File: config.mk
export PLATFORM = sky130hd
export DESIGN_NAME = if_fetch
export DESIGN_NICKNAME = d
export VERILOG_FILES = /design/src/rtl/if_fetch.sv
export SDC_FILE = /design/constraint.sdc
export NUM_CORES = 1
export LEC_CHECK = 0
export CORE_UTILIZATION = 45
export DETAILED_ROUTE_END_ITERATION = 10
export GPL_ROUTABILITY_DRIVEN = 0
export PLACE_DENSITY = 0.7
export SLEW_MARGIN = 20
export SYNTH_ARGS = -nofsm -noshare
export SYNTH_HDL_FRONTEND = slang
export SYNTH_SLANG_ARGS = --single-unit
File: constraint.sdc
create_clock -name clk -period 2.78 [get_ports clk]
set_clock_uncertainty 0.15 [all_clocks]
set_input_delay 0.278 -clock clk [delete_from_list [all_inputs] [get_ports clk]]
set_output_delay 0.278 -clock clk [all_outputs]
set_load 0.005 [all_outputs]
File: src/rtl/if_fetch.sv
// if_fetch: MIPS instruction-fetch stage owning the PC, a req/ack instruction port and the IF/ID outputs.
// Optional macro IF_ADEL_CHECK_EN traps misaligned fetch addresses through if_adel_o.
module if_fetch #(
  parameter logic [31:0] RESET_PC = 32'h0000_0000,
  parameter logic [31:0] NOP_INST = 32'h0000_0000
) (
  input  logic        clk,
  input  logic        rst,
  input  logic        stall,
  input  logic        branch_flag_i,
  input  logic [31:0] branch_target_i,
  input  logic        flush_i,
  input  logic [31:0] flush_pc_i,
  output logic        inst_req_o,
  output logic [31:0] inst_addr_o,
  input  logic        inst_ack_i,
  input  logic [31:0] inst_rdata_i,
  output logic [31:0] if_pc,
  output logic [31:0] if_inst,
  output logic        if_valid,
  output logic        stallreq_o,
  output logic        if_adel_o
);

  typedef enum logic [1:0] {
    S_FETCH   = 2'd0,
    S_HOLD    = 2'd1,
    S_DISCARD = 2'd2
  } state_e;

  state_e      state_q;
  logic [31:0] pc_q;
  logic        pend_valid_q;
  logic [31:0] pend_target_q;
  logic        buf_valid_q;
  logic [31:0] buf_pc_q;
  logic [31:0] buf_inst_q;
  logic [31:0] disc_addr_q;
  logic [31:0] if_pc_q;
  logic [31:0] if_inst_q;
  logic        if_valid_q;
  logic        adel_q;
  logic        adel_lock_q;

  logic        misaligned_s;
  logic        branch_take_s;
  logic [31:0] pc_next_d;

`ifdef IF_ADEL_CHECK_EN
  assign misaligned_s = (pc_q[1:0] != 2'b00);
`else
  assign misaligned_s = 1'b0;
`endif

  // Next fetch address once the current word is accepted: a same-cycle branch wins over a pending one.
  always_comb begin
    branch_take_s = branch_flag_i & ~stall;
    if (branch_take_s) begin
      pc_next_d = branch_target_i;
    end else if (pend_valid_q) begin
      pc_next_d = pend_target_q;
    end else begin
      pc_next_d = pc_q + 32'd4;
    end
  end

  // Memory request: DISCARD keeps the old address on the bus until the stale ack arrives.
  always_comb begin
    inst_req_o  = 1'b0;
    inst_addr_o = pc_q;
    case (state_q)
      S_FETCH: begin
        inst_req_o  = ~misaligned_s;
        inst_addr_o = pc_q;
      end
      S_DISCARD: begin
        inst_req_o  = 1'b1;
        inst_addr_o = disc_addr_q;
      end
      S_HOLD: begin
        inst_req_o  = 1'b0;
        inst_addr_o = pc_q;
      end
      default: begin
        inst_req_o  = 1'b0;
        inst_addr_o = pc_q;
      end
    endcase
  end

  assign stallreq_o = inst_req_o & ~inst_ack_i;
  assign if_pc      = if_pc_q;
  assign if_inst    = if_inst_q;
  assign if_valid   = if_valid_q;
  assign if_adel_o  = adel_q;

  // Fetch state machine: PC, pending delay-slot redirect, stall buffer and registered IF/ID outputs.
  always_ff @(posedge clk or negedge rst) begin
    if (!rst) begin
      state_q       <= S_FETCH;
      pc_q          <= RESET_PC;
      pend_valid_q  <= 1'b0;
      pend_target_q <= 32'h0000_0000;
      buf_valid_q   <= 1'b0;
      buf_pc_q      <= 32'h0000_0000;
      buf_inst_q    <= 32'h0000_0000;
      disc_addr_q   <= 32'h0000_0000;
      if_pc_q       <= 32'h0000_0000;
      if_inst_q     <= NOP_INST;
      if_valid_q    <= 1'b0;
      adel_q        <= 1'b0;
      adel_lock_q   <= 1'b0;
    end else if (flush_i) begin
      if_inst_q    <= NOP_INST;
      if_valid_q   <= 1'b0;
      adel_q       <= 1'b0;
      adel_lock_q  <= 1'b0;
      pc_q         <= flush_pc_i;
      pend_valid_q <= 1'b0;
      buf_valid_q  <= 1'b0;
      if (inst_req_o && !inst_ack_i) begin
        state_q     <= S_DISCARD;
        disc_addr_q <= inst_addr_o;
      end else begin
        state_q <= S_FETCH;
      end
    end else begin
      case (state_q)
        S_FETCH: begin
          if (misaligned_s) begin
            // One faulting bubble, then the stage parks until a flush redirects it.
            if (!stall && !adel_lock_q) begin
              if_pc_q     <= pc_q;
              if_inst_q   <= NOP_INST;
              if_valid_q  <= 1'b0;
              adel_q      <= 1'b1;
              adel_lock_q <= 1'b1;
            end
          end else if (inst_ack_i) begin
            pc_q         <= pc_next_d;
            pend_valid_q <= 1'b0;
            if (!stall) begin
              if_pc_q    <= pc_q;
              if_inst_q  <= inst_rdata_i;
              if_valid_q <= 1'b1;
              adel_q     <= 1'b0;
            end else begin
              buf_pc_q    <= pc_q;
              buf_inst_q  <= inst_rdata_i;
              buf_valid_q <= 1'b1;
              state_q     <= S_HOLD;
            end
          end else if (!stall) begin
            if_inst_q  <= NOP_INST;
            if_valid_q <= 1'b0;
            adel_q     <= 1'b0;
            // The outstanding fetch is the delay slot; redirect after it lands.
            if (branch_flag_i) begin
              pend_valid_q  <= 1'b1;
              pend_target_q <= branch_target_i;
            end
          end
        end
        S_HOLD: begin
          if (!stall) begin
            if_pc_q     <= buf_pc_q;
            if_inst_q   <= buf_inst_q;
            if_valid_q  <= buf_valid_q;
            adel_q      <= 1'b0;
            buf_valid_q <= 1'b0;
            state_q     <= S_FETCH;
            if (branch_flag_i) begin
              pc_q <= branch_target_i;
            end
          end
        end
        S_DISCARD: begin
          if (inst_ack_i) begin
            state_q <= S_FETCH;
          end
        end
        default: begin
          state_q <= S_FETCH;
        end
      endcase
    end
  end

endmodule

==> metrics.md <==
| Metric | Value |
|---|---|
| Ordered list of cells on the worst path | nor2b_4, buf_8, mux2_2, clkdlybuf4s50_1 |
| Maximum clock frequency | 377 MHz |
| Total I/O pin count | 202 |
| Placeable core area | 0.0245 mm2 |
| Number of global-route vias before repair | 8,933 |
| Synth top area share | 0.508 |
| Max Root-Sink Buffers | 3 |
| Half-perimeter wire length after detailed placement | 21,800 um |
| Kind of capture point of the worst setup path | output pin |
| Wirelength per Cell | 19.9 um |
| Part of the Yosys area used for sequential elements | 0.508 |
| Global-route wire length before repair | 50,300 um |
| WP data arrival | 2.22 ns |
| Data required time of the worst path | 2.35 ns |
| Clk sink count | 229 |
| Delay of the slowest cell on the worst path | 0.47 ns |
| Antenna Cells | 0 |
| Number of buffers added for setup after CTS | 0 |
| Max-slew violation total from the final report | 0 |
| Post-layout min period | 2.65 ns |
| Syn avg cell area | 10.7 um2 |
| Worst Tran Pin Value | 0.634 ns |
| Leakage power | 6.08 nW |
| Area grow syn2layout | 29.9% |
| Flip-flop and latch count after synthesis | 229 |
| Gr usage total | 0.247 |
| Reg-to-reg setup timing slack | 0.43 ns |
| I/O Buffers | 200 |
| Worst reg2reg path depth | 5 |
| Result of the run | finished clean |
| Pre-CTS setup slack | 0.250 ns |
| Share of async-settable or async-resettable flops after synthesis | 1.00 |
| Critical Path Fanout Max | 27 |
| Setup slack of the critical path after layout | 0.128 ns |
| Clock latency on the worst-skew pair | 0.53 ns |
| Area occupied by multi-input gates | 0.00513 mm2 |
| Number of levels in the clock H-tree | 1 |
| Vias per inst | 5.79 |
| Chip width | 160 um |
| Number of nets at the end of the flow | 1,349 |
| Final routed DRC violation total | 0 |
| Post-detailed-route count of antenna-violating nets | 0 |
| Count of fill cells added during filler insertion | 2,006 |
| TritonCTS clock tree | done |
| R2r endpoint | pc_q[29]$_DFFE_PN0P_ |
| Peak supply drop | 0.483 mV |
| Cell area after synthesis | 0.0113 mm2 |
| Sequential cell area | 0.00573 mm2 |
| DRC violation total after the first TritonRoute iteration | 682 |
| Unique cell type count in the Yosys netlist | 69 |
| Leading post-synthesis cells by cell area | dfrtp_1 51%, mux2_2 15%, o21ai_0 4.4%, nand2_1 4.0%, mux2i_1 3.0% |
| GR Overflow Total | 0 |
| Clock-pin slew reported for the worst setup and hold paths after clock tree synthesis | 0.06 ns |
| Number of failing setup endpoints in the final timing report | 0 |
| Most used cells in the layout excluding fill and tap cells | 228 x dfrtp_1, 198 x clkdlybuf4s50_1, 151 x mux2_2, 120 x nand2_1, 99 x o21ai_0 |
| Die height | 160 um |
| Via count | 9,187 |
| Top flip-flop cell by instance count after synthesis | dfrtp_1 |
| Number of clock buffers inserted by TritonCTS | 26 |
| Share of the cycle needed by the critical path after routing | 0.954 |
| Critical path class | flip-flop to output pin |
| Master cell of the clock root buffer | clkbuf_16 |
| RSZ-0062 raised after global routing | false |
| Area leader, netlist | dfrtp_1 |
| Launching point of the worst reg2reg path | pc_q[25]$_DFFE_PN0P_ |
| Post-synthesis instance total | 1,051 |
| Count of endpoints failing hold in the final timing report | 0 |
| Critical-path cell with the highest stage delay | dfrtp_2 |
| Total wirelength of the detailed-routed design | 31,700 um |
| Antenna violations before repair | 0 |
| Worst Setup Start Kind | flip-flop |
| Worst slew slack as a fraction of its limit | 0.576 |
| Fraction of layout instances using a drive strength above 1 | 0.214 |
| First-pass DRT Iterations | 5 |
| Max cap viols | 0 |
| Hold Path Class | input pin to async pin |
| Number of rows in the core area | 57 |
| Most common cell after layout, fill and taps aside | dfrtp_1 |
| PwrDens | 719 mW/mm2 |
| Total Die Area | 0.0257 mm2 |
| Synth Warn # | 0 |
| Total Negative Setup Slacks | 0 ns |
| Initial standard-cell utilization of the core | 0.461 |
| Crit. Startpoint | state_q[0]$_DFFE_PN0P_ |
| Number of flops mapped to enable cells by yosys | 0 |
| Maximum number of pins on one net before global-route repair | 66 |
| Net count of the mapped netlist | 1,154 |
## per-stage QoR
step | utilization | power [mW] | hold slack (ns) | cells | cell area (um2)
5_1_grt | 0.600 | 11.1 | 0.167 | 1588 | 14700
4_1_cts | 0.599 | 10.6 | 0.142 | 1588 | 14700
2_1_floorplan | - | 5.91 | -0.168 | 1051 | 11300
6_report | 0.600 | 10.5 | 0.123 | 1588 | 14700
3_3_place_gp | 0.563 | 7.11 | 0.0895 | 1540 | 13800
3_5_place_dp | 0.563 | 7.21 | 0.0892 | 1540 | 13800
## critical path, delay by kind of cell, from the launching register on
family        cells  cell delay (ns)
mux               1             0.39
simple gates      1             0.15
flops             1             0.47
buf+inv           2             0.67
## state kept, by name (all words and copies together) (netlist names), 2 cells and up
| register | cells |
|---|---|
| if_pc | 32 |
| state_q | 2 |
| buf_pc_q | 32 |
| disc_addr_q | 32 |
| buf_inst_q | 32 |
| if_inst | 32 |
| pc_q | 32 |
| pend_target_q | 32 |
## final cells by class
type | count | area share
flip-flops and latches | 229 | 0.391
multi-input cells | 723 | 0.350
repair buffers | 256 | 0.170
clock buffers | 40 | 0.0542
well taps | 324 | 0.0276
clock inverters | 6 | 0.00435
inverters | 10 | 0.00256
## Yosys cell counts, types with 8 or more instances
master	instances
nor3_1	15
a211oi_1	9
nand4_1	13
and3_1	33
buf_2	37
xnor2_1	11
nand2b_1	9
o21ai_0	99
mux2i_1	34
o211ai_1	14
buf_4	8
nand2_1	120
nand3_1	22
inv_1	8
dfrtp_1	229
mux2_2	151
nor2_1	34
a21oi_1	54
a32oi_1	8
clkbuf_1	38
## cell families after synthesis
| group | Yosys count | synth area share |
|---|---|---|
| adders and majority gates | 1 | 0.00111 |
| AOI/OAI and AO/OA | 246 | 0.139 |
| muxes | 185 | 0.181 |
| other | 1 | 0.000332 |
| and+or+nand+nor | 274 | 0.119 |
| DFF | 229 | 0.508 |
| buffers and inverters | 99 | 0.0398 |
| xor gates and xnor gates | 16 | 0.0124 |
## worst max path at each step
stage	to	cells past startpoint
floorplan	pc_q[28]$_DFFE_PN0P_	6
global route	inst_addr_o[23]	4
global placement	pc_q[29]$_DFFE_PN0P_	7
CTS	inst_addr_o[14]	4
finish	inst_addr_o[14]	4
detailed placement	pc_q[29]$_DFFE_PN0P_	7
## what timing repair did
item,in CTS,in global routing
hold endpoints to repair,125,0
hold buffers,2,0
setup endpoints to repair,15,10
gates resized for setup,1,2
## power breakdown
group          internal [mW]  leakage, nW  switching (mW)
clock                   2.05        0.417            1.34
sequential              4.12         2.81           0.512
combinational           1.46         2.85            1.06
## routing by layer
metal  global-route usage  up-vias  wire length (um)
met1                0.350     4529             13900
met2                0.384      393             14300
met3               0.0460       72              2410
met4               0.0775        0              1000
li1                     -     4193                 -
met5                    0        -                 0
(Power assumes the default switching activity.)
